==> src/rtl/prm_edge_chk_engine_pkg.sv <==
// Shared types and helpers for the PRM edge-check engine: FSM state, default
// table geometry and a popcount used for the blocked-edge total.
package prm_chk_pkg;

    typedef enum logic {
        IDLE = 1'b0,
        SCAN = 1'b1
    } state_t;

    localparam int PRM_OCC_W    = 15;
    localparam int PRM_EDGE_NUM = 64;

    function automatic int unsigned popcount(input logic [31:0] v);
        int unsigned n;
        n = 0;
        for (int i = 0; i < 32; i++) begin
            n += {31'd0, v[i]};
        end
        return n;
    endfunction

endpackage

==> src/rtl/prm_edge_chk_engine_if.sv <==
// Query/result stream bundle between the voxeliser, the engine and the edge filter.
// Both channels: a beat transfers on a rising edge where valid & ready are high;
// the sender keeps valid and its payload stable until that edge.
interface prm_edge_chk_engine_if #(
    parameter int OCC_W = 15,
    parameter int LANES = 4,
    parameter int AW    = 6
);
    logic             occ_valid;
    logic             occ_ready;
    logic [OCC_W-1:0] occ_data;
    logic             res_valid;
    logic             res_ready;
    logic [LANES-1:0] res_mask;
    logic [AW-1:0]    res_idx;
    logic             res_last;
    logic [AW:0]      res_blk_cnt;

    modport master (
        output occ_valid, occ_data, res_ready,
        input  occ_ready, res_valid, res_mask, res_idx, res_last, res_blk_cnt
    );

    modport slave (
        input  occ_valid, occ_data, res_ready,
        output occ_ready, res_valid, res_mask, res_idx, res_last, res_blk_cnt
    );
endinterface

==> src/rtl/prm_edge_chk_engine_lane.sv <==
// One edge evaluator: the edge is blocked when any voxel it sweeps is occupied.
module prm_edge_lane #(
    parameter int OCC_W = 15
) (
    input  logic [OCC_W-1:0] occ,
    input  logic [OCC_W-1:0] mask,
    output logic             blocked
);
    assign blocked = |(occ & mask);
endmodule

==> src/rtl/prm_edge_chk_engine.sv <==
// Reloadable swept-voxel table; each occupancy query streams back LANES
// blocked/free bits per beat plus the total blocked count on the last beat.
module prm_edge_chk_engine
    import prm_chk_pkg::*;
#(
    parameter int OCC_W    = PRM_OCC_W,
    parameter int EDGE_NUM = PRM_EDGE_NUM,
    parameter int LANES    = 4,
    parameter int AW       = $clog2(EDGE_NUM)
) (
    input  logic             clk,
    input  logic             rst_n,
    input  logic             cfg_we,
    input  logic [AW-1:0]    cfg_addr,
    input  logic [OCC_W-1:0] cfg_data,
    output logic             cfg_busy,
    output logic             cfg_err,
    output state_t           state_dbg,
    prm_edge_chk_engine_if.slave bus
);
    localparam int            BEATS    = EDGE_NUM / LANES;
    localparam logic [AW-1:0] LAST_IDX = AW'(BEATS - 1);

    state_t           state_q, state_d;
    logic [OCC_W-1:0] tbl [EDGE_NUM];
    logic [OCC_W-1:0] occ_q;
    logic [AW-1:0]    beat_q;
    logic [AW:0]      acc_q;
    logic             res_valid_q;
    logic [LANES-1:0] mask_q;
    logic             last_q;
    logic [AW:0]      blk_q;
    logic             cfg_err_q;

    logic             wr_ok;
    logic             q_accept;
    logic             beat_accept;
    logic [AW-1:0]    eval_beat;
    logic [OCC_W-1:0] eval_occ;
    logic [LANES-1:0] eval_mask;
    logic [AW:0]      eval_cnt;
    logic [AW:0]      acc_next;
    logic             next_is_last;

    assign wr_ok       = cfg_we && (state_q == IDLE) && ({1'b0, cfg_addr} < (AW+1)'(EDGE_NUM));
    assign q_accept    = (state_q == IDLE) && bus.occ_valid;
    assign beat_accept = res_valid_q && bus.res_ready;

    always_ff @(posedge clk) begin
        if (!rst_n) state_q <= IDLE;
        else        state_q <= state_d;
    end

    always_comb begin
        state_d = state_q;
        case (state_q)
            IDLE:    if (bus.occ_valid) state_d = SCAN;
            SCAN:    if (beat_accept && last_q) state_d = IDLE;
            default: state_d = IDLE;
        endcase
    end

    // In IDLE the beat being prepared is beat 0 of the incoming query;
    // in SCAN it is the beat after the one currently presented.
    always_comb begin
        eval_beat = '0;
        eval_occ  = occ_q;
        if (state_q == IDLE) eval_occ = bus.occ_data;
        else if (beat_q != LAST_IDX) eval_beat = beat_q + AW'(1);
    end

    for (genvar i = 0; i < LANES; i++) begin : g_lane
        logic [AW-1:0]    idx;
        logic [OCC_W-1:0] ent;
        assign idx = eval_beat * AW'(LANES) + AW'(i);
        // Forward a same-cycle write so it is seen by a query accepted alongside it.
        assign ent = (wr_ok && cfg_addr == idx) ? cfg_data : tbl[idx];
        prm_edge_lane #(.OCC_W(OCC_W)) u_lane (
            .occ     (eval_occ),
            .mask    (ent),
            .blocked (eval_mask[i])
        );
    end

    assign eval_cnt     = (AW+1)'(popcount(32'(eval_mask)));
    assign acc_next     = acc_q + (AW+1)'(popcount(32'(mask_q)));
    assign next_is_last = ((beat_q + AW'(1)) == LAST_IDX);

    always_ff @(posedge clk) begin
        if (!rst_n) begin
            for (int e = 0; e < EDGE_NUM; e++) tbl[e] <= '0;
        end else if (wr_ok) begin
            tbl[cfg_addr] <= cfg_data;
        end
    end

    always_ff @(posedge clk) begin
        if (!rst_n) begin
            occ_q       <= '0;
            beat_q      <= '0;
            acc_q       <= '0;
            res_valid_q <= 1'b0;
            mask_q      <= '0;
            last_q      <= 1'b0;
            blk_q       <= '0;
            cfg_err_q   <= 1'b0;
        end else begin
            if (cfg_we && !wr_ok) cfg_err_q <= 1'b1;
            if (q_accept) begin
                occ_q       <= bus.occ_data;
                beat_q      <= '0;
                acc_q       <= '0;
                res_valid_q <= 1'b1;
                mask_q      <= eval_mask;
                last_q      <= (BEATS == 1);
                blk_q       <= (BEATS == 1) ? eval_cnt : '0;
            end else if (state_q == SCAN && beat_accept) begin
                if (last_q) begin
                    res_valid_q <= 1'b0;
                    beat_q      <= '0;
                    mask_q      <= '0;
                    last_q      <= 1'b0;
                    blk_q       <= '0;
                end else begin
                    acc_q  <= acc_next;
                    beat_q <= beat_q + AW'(1);
                    mask_q <= eval_mask;
                    last_q <= next_is_last;
                    blk_q  <= next_is_last ? (acc_next + eval_cnt) : '0;
                end
            end
        end
    end

    assign bus.occ_ready   = (state_q == IDLE);
    assign bus.res_valid   = res_valid_q;
    assign bus.res_mask    = mask_q;
    assign bus.res_idx     = beat_q;
    assign bus.res_last    = last_q;
    assign bus.res_blk_cnt = blk_q;
    assign cfg_busy        = (state_q != IDLE);
    assign cfg_err         = cfg_err_q;
    assign state_dbg       = state_q;
endmodule
==> src/flat_wrapper.sv <==
// flat-port wrapper written by rule: the top's interface ports become plain ports
module prm_edge_chk_engine_flat import prm_chk_pkg::*;
#(
    parameter int OCC_W    = PRM_OCC_W,
    parameter int EDGE_NUM = PRM_EDGE_NUM,
    parameter int LANES    = 4,
    parameter int AW       = $clog2(EDGE_NUM)
)
  (clk, rst_n, cfg_we, cfg_addr, cfg_data, cfg_busy, cfg_err, state_dbg, bus_occ_valid, bus_occ_data, bus_res_ready, bus_occ_ready, bus_res_valid, bus_res_mask, bus_res_idx, bus_res_last, bus_res_blk_cnt);
  prm_edge_chk_engine_if #(.OCC_W(OCC_W), .LANES(LANES), .AW(AW)) bus_i ();
  input  logic clk;
  input  logic rst_n;
  input  logic cfg_we;
  input  logic [AW-1:0] cfg_addr;
  input  logic [OCC_W-1:0] cfg_data;
  output logic cfg_busy;
  output logic cfg_err;
  output state_t state_dbg;
  input wire logic [$bits(bus_i.occ_valid)-1:0] bus_occ_valid;
  input wire logic [$bits(bus_i.occ_data)-1:0] bus_occ_data;
  input wire logic [$bits(bus_i.res_ready)-1:0] bus_res_ready;
  output wire logic [$bits(bus_i.occ_ready)-1:0] bus_occ_ready;
  output wire logic [$bits(bus_i.res_valid)-1:0] bus_res_valid;
  output wire logic [$bits(bus_i.res_mask)-1:0] bus_res_mask;
  output wire logic [$bits(bus_i.res_idx)-1:0] bus_res_idx;
  output wire logic [$bits(bus_i.res_last)-1:0] bus_res_last;
  output wire logic [$bits(bus_i.res_blk_cnt)-1:0] bus_res_blk_cnt;
  assign bus_i.occ_valid = bus_occ_valid;
  assign bus_i.occ_data = bus_occ_data;
  assign bus_i.res_ready = bus_res_ready;
  assign bus_occ_ready = bus_i.occ_ready;
  assign bus_res_valid = bus_i.res_valid;
  assign bus_res_mask = bus_i.res_mask;
  assign bus_res_idx = bus_i.res_idx;
  assign bus_res_last = bus_i.res_last;
  assign bus_res_blk_cnt = bus_i.res_blk_cnt;
  prm_edge_chk_engine #(.OCC_W(OCC_W), .EDGE_NUM(EDGE_NUM), .LANES(LANES), .AW(AW)) u_core (.clk(clk), .rst_n(rst_n), .cfg_we(cfg_we), .cfg_addr(cfg_addr), .cfg_data(cfg_data), .cfg_busy(cfg_busy), .cfg_err(cfg_err), .state_dbg(state_dbg), .bus(bus_i));
endmodule
==> config.mk <==
export PLATFORM = sky130hd
export DESIGN_NAME = prm_edge_chk_engine_flat
export DESIGN_NICKNAME = d
export VERILOG_FILES = /design/src/rtl/prm_edge_chk_engine_pkg.sv /design/src/rtl/prm_edge_chk_engine_if.sv /design/src/rtl/prm_edge_chk_engine_lane.sv /design/src/rtl/prm_edge_chk_engine.sv /design/src/flat_wrapper.sv
export SDC_FILE = /design/constraint.sdc
export NUM_CORES = 2
export LEC_CHECK = 0
export CAP_MARGIN = 20
export CELL_PAD_IN_SITES_DETAIL_PLACEMENT = 0
export CELL_PAD_IN_SITES_GLOBAL_PLACEMENT = 1
export CORE_AREA = 2 2 289 291
export DETAILED_ROUTE_END_ITERATION = 16
export DIE_AREA = 0 0 291 293
export DONT_BUFFER_PORTS = 1
export GPL_ROUTABILITY_DRIVEN = 1
export HOLD_SLACK_MARGIN = 0.15
export PLACE_DENSITY_LB_ADDON = 0.1
export SLEW_MARGIN = 20
export SYNTH_ARGS = -nofsm -noshare
export SYNTH_HDL_FRONTEND = slang
export SYNTH_SLANG_ARGS = --single-unit
==> constraint.sdc <==
create_clock -name clk -period 17.6 [get_ports clk]
set_clock_uncertainty 0.2 [all_clocks]
set_input_delay 1.76 -clock clk [delete_from_list [all_inputs] [get_ports clk]]
set_output_delay 1.76 -clock clk [all_outputs]
set_load 0.01 [all_outputs]
==> flow_metrics.tcl <==
set metrics [dict create \
    run_status "completed" \
    viasPerCell 6.46 \
    arrival_ns 8.32 \
    crit_type "flip-flop to flip-flop" \
    clock_sinks 1003 \
    maxCapViolCount 0 \
    critical-path-slowest-cell "dfxtp_4" \
    wirelength_um 143000 \
    gp_congestion 0.902 \
    yosysWarnings 0 \
    initial_core_util_pct 57.8 \
    first_pass_iters 6 \
    fillerInstances 6143 \
    cts_made_buffers 106 \
    syn-mean-instance-area_um2 13.4 \
    ys_ff_latch 1003 \
    regArea_um2 29700 \
    grt_max_degree 125 \
    syn-num-nets 3597 \
    ys_types 75 \
    die_h_um 293 \
    finalCritPeriodShare_pct 45.4 \
    crit_fanout 107 \
    ant_nets 0 \
    setup_tns_ns 0 \
    avgRoutedWirePerCell_um 31.2 \
    grt_pass1_vias 29145 \
    syn_area_um2 47300 \
    htreeDepth 3 \
    async_reset_ff_share_pct 0 \
    max_freq_mhz 125 \
    path_cells "buf_4 -> nor2b_4 -> buf_4 -> buf_12 -> mux4_2 -> nand2_1 -> a21oi_1 -> a221oi_1 -> and3_1 -> o21ai_0 -> o41ai_1 -> nand2b_1 -> ha_1 -> fa_1 -> ha_1 -> fa_1 -> a21oi_1 -> nor2_1 -> maj3_1 -> nand2_1 -> xnor2_1 -> a22oi_1 -> nor2_1" \
    syn_to_final_growth_pct 8.74 \
    drc 0 \
    worst_skew_pair.late_latency_ns 0.68 \
    final_area_um2 51400 \
    ctsResizeCount 0 \
    antenna_found_initial 9 \
    cts_buffer_depth 3 \
    root_buffer "clkbuf_16" \
    hpwlAfterDp_um 86000 \
    drv_slew 0 \
    die_x_um 291 \
    drive_gt1_share_pct 13.8 \
    rsz0062_at_grt "false" \
    ir_drop_v 0.0000846 \
    vias 29606 \
    grt_usage_pct 33.7 \
    setup_viol_count_final 0 \
    ios 64 \
    multi_input_area_um2 16200 \
    power.total_mw 5.21 \
    tightest_slew_ns 1.19 \
    dr.first_iter.drc_count 3960 \
    grt_pass1_wl_um 206000 \
    cts_tree "built" \
    cts.reportedPaths.clkPinSlew_ns 0.06 \
    startpoint_type "flip-flop" \
    max-slew-margin-rel_pct 18.2 \
    slowest_delay_ns 0.73 \
    io_buffers 0 \
    coreArea_um2 81800 \
    hold_buffers 0 \
    final_util_pct 62.8 \
    timing.critical_path.to_type "flip-flop" \
    nNetsFinal 3482 \
    num_rows 105 \
    hold_class "flip-flop to flip-flop" \
    hold_ws_ns 0.264 \
    p_per_area_nw_per_um2 101 \
    postCtsSetupBuffers 0 \
    grt_overflow 0 \
    die_area_um2 85300 \
    synth_edf_count 960 \
    hold_viol_final 0 \
    dpl-instance-area_um2 48000 \
    synthFlopType "edfxtp_1" \
    period_minus_slack_ns 7.99 \
    p_leak_nw 18.4 \
    worst_ep_required_time_ns 17.93 \
    synth-seq-area-share_pct 62.8 \
    postSynthCellCount 3540 \
]
## path summary, 6_finish.rpt
check | from | end | slack [ns] | depth (start not counted)
max | u_core.cfg_busy | u_core.bus.res_blk_cnt[6] | 9.61 | 23
min reg2reg | u_core.acc_q[2] | u_core.acc_q[2] | 0.26 | 2
max reg2reg | u_core.cfg_busy | u_core.bus.res_blk_cnt[6] | 9.61 | 23
min | u_core.acc_q[2] | u_core.acc_q[2] | 0.26 | 2
## kinds of logic after synthesis
logic type                 synth area share [%]
adders and majority gates                 0.508
DFF                                        62.8
muxes                                      9.62
and+or+nand+nor                            18.1
xor gates and xnor gates                  0.336
AOI/OAI and AO/OA                          5.46
buffers and inverters                      3.15
## metrics by stage
stage / std cells / setup slack [ns]
floorplan: 3540 / 11.45
global placement: 4385 / 9.74
detailed placement: 4386 / 9.69
CTS: 4578 / 9.67
global route: 4579 / 9.16
finish: 4580 / 9.61
## synth_stat cells, types with 6 or more instances
cell type,count,area [um2]
a211oi_1,47,353
a21boi_0,19,143
a21oi_1,56,280
a221oi_1,16,140
a22o_1,6,52.6
a22oi_1,28,210
a311oi_1,24,210
a31oi_1,22,138
a32o_1,7,70.1
and2_1,987,6170
and3_1,23,144
buf_1,7,26.3
buf_2,40,200
buf_4,21,158
buf_6,14,158
clkbuf_1,239,897
dfxtp_1,43,861
edfxtp_1,960,28800
ha_1,12,150
inv_1,11,41.3
mux2_2,38,428
mux2i_1,65,651
mux4_2,154,3470
nand2_1,254,953
nand2b_1,8,50.1
nand3_1,62,310
nand4_1,12,75.1
nor2_1,135,507
nor2b_1,18,113
nor3_1,9,45.0
nor4_1,6,37.5
o2111ai_1,6,52.6
o211ai_1,8,60.1
o21ai_0,90,450
o22ai_1,12,75.1
xnor2_1,7,61.3
xor2_1,8,70.1
## final cells by class
class / count / area share [%]
inverter: 13 / 0.105
multi-input combinational: 2203 / 31.6
sequential: 1003 / 57.8
timing repair buffer: 98 / 1.49
clock inverter: 62 / 0.986
antenna: 1 / 0.00487
clock buffer: 130 / 5.48
tap: 1070 / 2.60
## metal layers
| metal | wire length [um] | track usage, % | vias up | share of wire (%) |
|---|---|---|---|---|
| met3 | 17100 | 9.33 | 323 | 12 |
| li1 | - | - | 12600 | - |
| met1 | 55000 | 46.3 | 14917 | 39 |
| met2 | 65000 | 51.6 | 1756 | 45 |
| met5 | 72 | 0 | - | 0.050 |
| met4 | 5690 | 12.6 | 10 | 4.0 |
## sequential cells by signal, summed over array words and instances, names as in the netlist
| name | count |
|---|---|
| u_core.acc_q | 7 |
| u_core.bus.res_blk_cnt | 7 |
| u_core.bus.res_idx | 6 |
| u_core.bus.res_last | 1 |
| u_core.bus.res_mask | 4 |
| u_core.bus.res_valid | 1 |
| u_core.cfg_busy | 1 |
| u_core.cfg_err | 1 |
| u_core.occ_q | 15 |
| u_core.tbl | 960 |
## report_power, final
part | internal [mW] | switching [mW] | total [mW]
combinational | 0.106 | 0.207 | 0.313
clock | 1.24 | 0.942 | 2.18
sequential | 2.69 | 0.0311 | 2.72
## placed cells by master (no fill, tap or decap), types with 47 or more instances in the layout
cell type / instances
a211oi_1: 47
a21oi_1: 56
and2_1: 987
buf_4: 95
clkbuf_16: 109
edfxtp_1: 960
mux2i_1: 62
mux4_2: 154
nand2_1: 253
nand3_1: 62
nor2_1: 112
o21ai_1: 66
## critical path: cells and delay by family (launching register included)
family	cells	cell delay [ns]
AO/OA/AOI/OAI	6	1.36
adder cells (fa/ha/maj)	5	1.89
buffers and inverters	3	1.71
multiplexers	1	0.59
XOR/XNOR	1	0.06
flip-flops	1	0.73
AND/OR/NAND/NOR	7	1.10
No activity file was read; power rests on OpenSTA's default activity.
